## src/rtl/rect_unit.sv

```systemverilog
// rect_unit: streams a W x H rectangle as row-major pixel writes with
// (delta_x, delta_y) offsets from the caller's origin. Supports solid fill,
// outline-only, outline on a background interior, and dashed rows. Honours
// downstream back-pressure (wr_ready) and abort. A start/done handshake
// connects it to the command decoder.
module rect_unit #(
  parameter int COORD_W = 12,
  parameter int PIX_W   = 4,
  parameter int DASH_W  = 4
) (
  input  logic               clk,
  input  logic               reset_n,
  input  logic               start,
  input  logic               abort,
  input  logic [COORD_W-1:0] width,
  input  logic [COORD_W-1:0] height,
  input  logic [1:0]         mode,
  input  logic [PIX_W-1:0]   fg_color,
  input  logic [PIX_W-1:0]   bg_color,
  input  logic [DASH_W-1:0]  dash_len,
  output logic [PIX_W-1:0]   pix_out,
  output logic [COORD_W-1:0] delta_x,
  output logic [COORD_W-1:0] delta_y,
  output logic               wr,
  input  logic               wr_ready,
  output logic               busy,
  output logic               done
);

  typedef enum logic [1:0] {
    S_IDLE = 2'b00,
    S_DRAW = 2'b01,
    S_DONE = 2'b10
  } state_t;

  typedef enum logic [1:0] {
    M_FILL  = 2'b00,
    M_OSKIP = 2'b01,
    M_OBG   = 2'b10,
    M_DASH  = 2'b11
  } mode_t;

  // Control state and the parameters latched at start.
  state_t             r_state;
  mode_t              r_mode;
  logic [COORD_W-1:0] r_w;
  logic [COORD_W-1:0] r_h;
  logic [PIX_W-1:0]   r_fg;
  logic [PIX_W-1:0]   r_bg;
  logic [DASH_W-1:0]  r_dash;

  // Drawing position and dash phase within the current row.
  logic [COORD_W-1:0] r_x;
  logic [COORD_W-1:0] r_y;
  logic [DASH_W-1:0]  r_phase;
  logic               r_dash_bg;

  // Position decode derived purely from registered state.
  logic               w_x_last;
  logic               w_y_last;
  logic               w_is_edge;
  logic               w_skip_row;
  logic               w_dash_wrap;
  logic [COORD_W-1:0] w_x_next;
  logic [PIX_W-1:0]   w_pix;
  logic               w_drawing;

  assign w_drawing   = (r_state == S_DRAW);
  assign w_x_last    = (r_x == r_w - COORD_W'(1));
  assign w_y_last    = (r_y == r_h - COORD_W'(1));
  assign w_is_edge   = (r_x == '0) || (r_y == '0) || w_x_last || w_y_last;
  assign w_dash_wrap = (r_phase == r_dash - DASH_W'(1));

  // Interior rows of an outline-skip draw only visit the two edge columns.
  assign w_skip_row  = (r_mode == M_OSKIP) && (r_y != '0) && !w_y_last &&
                       (r_w > COORD_W'(2));

  assign w_x_next    = (w_skip_row && (r_x == '0)) ? (r_w - COORD_W'(1))
                                                   : (r_x + COORD_W'(1));

  // Colour of the pixel currently presented, chosen by the latched mode.
  always_comb begin
    // NOTE: every always_comb output gets a default first so no path can
    // leave it unassigned and infer a latch.
    w_pix = '0;
    if (w_drawing) begin
      case (r_mode)
        M_FILL:  w_pix = r_fg;
        M_OSKIP: w_pix = r_fg;
        M_OBG:   w_pix = w_is_edge ? r_fg : r_bg;
        M_DASH:  w_pix = r_dash_bg ? r_bg : r_fg;
        default: w_pix = '0;
      endcase
    end
  end

  // Outputs depend only on registered state, never on wr_ready or abort.
  assign wr      = w_drawing;
  assign busy    = (r_state != S_IDLE);
  assign done    = (r_state == S_DONE);
  assign pix_out = w_pix;
  assign delta_x = w_drawing ? r_x : '0;
  assign delta_y = w_drawing ? r_y : '0;

  // Control FSM: latches the request, walks the rectangle, pulses done.
  always_ff @(posedge clk or negedge reset_n) begin
    if (!reset_n) begin
      // NOTE: sequential state uses non-blocking assignments so every
      // register samples the pre-edge values regardless of statement order.
      r_state   <= S_IDLE;
      r_mode    <= M_FILL;
      r_w       <= '0;
      r_h       <= '0;
      r_fg      <= '0;
      r_bg      <= '0;
      r_dash    <= '0;
      r_x       <= '0;
      r_y       <= '0;
      r_phase   <= '0;
      r_dash_bg <= 1'b0;
    end else begin
      case (r_state)
        S_IDLE: begin
          if (start) begin
            r_mode    <= mode_t'(mode);
            r_w       <= width;
            r_h       <= height;
            r_fg      <= fg_color;
            r_bg      <= bg_color;
            r_dash    <= (dash_len == '0) ? DASH_W'(1) : dash_len;
            r_x       <= '0;
            r_y       <= '0;
            r_phase   <= '0;
            r_dash_bg <= 1'b0;
            if ((width == '0) || (height == '0)) begin
              r_state <= S_DONE;
            end else begin
              r_state <= S_DRAW;
            end
          end
        end

        S_DRAW: begin
          if (abort) begin
            r_state <= S_DONE;
          end else if (wr_ready) begin
            if (w_x_last && w_y_last) begin
              r_state <= S_DONE;
            end else if (w_x_last) begin
              r_x       <= '0;
              r_y       <= r_y + COORD_W'(1);
              r_phase   <= '0;
              r_dash_bg <= 1'b0;
            end else begin
              r_x <= w_x_next;
              if (w_dash_wrap) begin
                r_phase   <= '0;
                r_dash_bg <= ~r_dash_bg;
              end else begin
                r_phase <= r_phase + DASH_W'(1);
              end
            end
          end
        end

        S_DONE: begin
          r_state <= S_IDLE;
        end

        default: begin
          r_state <= S_IDLE;
        end
      endcase
    end
  end

endmodule

```

## config.mk

```make
export PLATFORM = sky130hd
export DESIGN_NAME = rect_unit
export DESIGN_NICKNAME = d
export VERILOG_FILES = /design/src/rtl/rect_unit.sv
export SDC_FILE = /design/constraint.sdc
export NUM_CORES = 1
export LEC_CHECK = 0
export CAP_MARGIN = 0
export CORE_MARGIN = 4
export CORE_UTILIZATION = 60
export CTS_BUF_LIST = sky130_fd_sc_hd__clkbuf_4 sky130_fd_sc_hd__clkbuf_8
export CTS_CLUSTER_DIAMETER = 30
export DETAILED_ROUTE_END_ITERATION = 10
export PLACE_DENSITY_LB_ADDON = 0.08
export SLEW_MARGIN = 10
export SYNTH_ARGS = -nofsm -noshare
export SYNTH_HDL_FRONTEND = slang
export SYNTH_SLANG_ARGS = --single-unit
```

## constraint.sdc

```tcl
create_clock -name clk -period 5.5 [get_ports clk]
set_clock_uncertainty 0.2 [all_clocks]
set_input_delay 1.1 -clock clk [delete_from_list [all_inputs] [get_ports clk]]
set_output_delay 1.1 -clock clk [all_outputs]
set_load 0.02 [all_outputs]
```

==> metrics.cfg <==
[yosys]
synth_nets=625
yosysUniqueCellTypes=57
yosys_warnings=0
ys.flop_type=dfrtp_1
syn_inst=573
ys_ff_latch=69
syn_avg_cell_area_sq_um=8.02
ys_seq_area_share_pct=37.6
synth_area_leader_cell=dfrtp_1
yosys-top-cells-count=nand2_1 (119), dfrtp_1 (69), o21ai_0 (44), xnor2_1 (36), nor2_1 (27)
synthArstFlopShare_pct=100
ys_top_cells_by_area=dfrtp_1 (38%), nand2_1 (9.7%), xnor2_1 (6.9%), o21ai_0 (4.8%), nand3_1 (2.7%)
yosysMostFrequentCell=nand2_1
synthesis.area_sq_mm=0.00460
synth_largest_type_area_fraction_pct=37.6
synth-edff-count=0

[placed_design]
port_buffers=73
gp_congestion=0.908
dp_hpwl_mm=8.88
dp_slack_ns=0.492

[routing]
totalWireLength_mm=12.0
first_iter_violations=385
drt-wirelength-per-cell_um=16.3
drc=0
vias=4398
first_pass_iters=6
ant_nets=0
drt-vias-per-instance=5.98

[global_route]
grtUsageMet3_pct=4.34
track_usage_pct=27.1
antenna_found_initial=0
grt_pass1_wl_mm=19.4
grt_max_degree=60
grt_util_met1_pct=36.9
grt_use_met2_pct=43.8
gr-total-overflow=0
grt-busiest-layer=met2
grt_pass1_vias=4096

[clock_tree]
insertion_delay_ns=0.35
cts.clk_slew.worst_paths_ns=0.08
cts_buffer_depth=2
cts_tree=yes
cts_buffers=9
cts-htree-levels=3
clock-root-buffer=clkbuf_8
cts_sinks=69
postCtsSetupBuffers=0

[setup_path]
path_class=reg2out
crit_slowest_cell=clkdlybuf4s50_1
crit_buf_inv=2
crit_required_ns=4.20
crit_chain=or4_1, o41ai_2, a21oi_1, or3_1, nor4_4, nor3_1, buf_4, mux2i_1, o22ai_1, clkdlybuf4s50_1
critical_path.max_stage_delay_ns=0.63
crit_fanout=10
arrival_ns=3.98
startpoint_type=flop
critPathTopFamily=simple AND/OR/NAND/NOR gates
critPathCaptureType=output port

[floorplan]
dieArea_sq_mm=0.00912
dieHeight_um=95.5
start_util_pct=62.7
die_w_um=95.5
rows=31
ios=74
core_sq_mm=0.00733

[final_layout]
area_delta_synth_final_pct=21.7
diodes=0
drive_above_1_share_pct=4.87
final-seq-area_sq_mm=0.00173
nFillCells=529
nets=684
multiInputGateArea_sq_mm=0.00265

[timing]
relSlewSlack_pct=37.4
maxSlewViolCount=0
fin_setup_tns_ns=0
setup_slack_ns=0.217
hold_viol_final=0
rsz0062_at_grt=false
finalSetupViolCount=0
hold_ws_ns=0.279
fmax_ghz=0.189
layout_worst_path_cycle_share_pct=96.0
min_period_ns=5.28
tightest_slew_ns=0.936

[power_and_ir_drop]
leakage_nw=2.38
ir_worst_vdd_mv=0.324
power_density_mw_per_mm2=506

[min_path]
hold_path_class=reg2reg

[flow_run]
max_cap_viol_count=0

[status]
status=finished, final reports clean

report_power, final:
part	switching, mW	internal, mW	total (mW)
registers	0.274	0.682	0.956
clock network	0.209	0.264	0.474
logic	0.799	0.601	1.40
total	1.28	1.55	2.83
cell families after synthesis:
logic type | share of synthesized area, %
muxes | 1.74
AOI/OAI and AO/OA | 15.1
buffers and inverters | 4.90
DFF | 37.6
and+or+nand+nor | 29.9
xor gates and xnor gates | 8.30
adders and majority gates | 2.45
routing by layer:
metal / up-vias / part of all wire [%]
met5: - / 0
met4: 0 / 1.7
met3: 21 / 7.9
met2: 205 / 46
met1: 2064 / 44
li1: 2108 / -
layout by cell type (no fill, tap or decap), types with 9 or more instances in the layout:
cell type,instances
nor2_1,27
and3_1,13
or3_1,11
dfrtp_1,69
and2_1,17
inv_1,25
nand2_1,119
nor4_1,15
clkdlybuf4s50_1,72
xnor2_1,36
clkbuf_8,9
a21oi_1,21
ha_1,9
o21ai_0,44
nand3_1,25
nor3_1,17
registers in the layout, summed over array words and instances (netlist names):
signal / count
r_bg: 4
r_dash: 4
r_dash_bg: 1
r_fg: 4
r_h: 12
r_mode: 2
r_phase: 4
r_state: 2
r_w: 12
r_x: 12
r_y: 12
what timing repair did:
| action | CTS | global route |
|---|---|---|
| setup endpoints to repair | 0 | 4 |
| hold buffers | 0 | 0 |
| resized for setup | 0 | 2 |
path summary, 6_finish.rpt:
kind                                 start          to  slack (ns)  cells after the start
worst max-delay path                r_h[3]  pix_out[2]        0.22                     10
worst min-delay path            r_state[1]  r_state[1]        0.28                      1
worst max register to register      r_w[0]     r_y[10]        1.65                     10
worst min register to register  r_state[1]  r_state[1]        0.28                      1
max in group asynchronous          reset_n      r_h[6]        3.59                      2
min in group asynchronous          reset_n      r_x[5]        0.51                      1
final cells by class:
| type | instances | area share (%) |
|---|---|---|
| repair buffers | 79 | 13.8 |
| flip-flops and latches | 69 | 30.9 |
| clock buffers | 10 | 2.35 |
| multi-input cells | 448 | 47.4 |
| well taps | 99 | 2.21 |
| clock inverters | 6 | 1.70 |
| inverters | 25 | 1.68 |
stage by stage:
| step | instances | instance area (sq um) | utilization [%] | total power, mW |
|---|---|---|---|---|
| 6_report | 736 | 5590 | 76.3 | 2.83 |
| 5_1_grt | 736 | 5590 | 76.3 | 3.02 |
| 4_1_cts | 736 | 5590 | 76.2 | 2.80 |
| 3_5_place_dp | 720 | 5360 | 73.1 | 2.32 |
| 3_3_place_gp | 720 | 5360 | 73.1 | 2.27 |
| 2_1_floorplan | 573 | 4600 | - | 1.92 |
(Power assumes the default switching activity.)
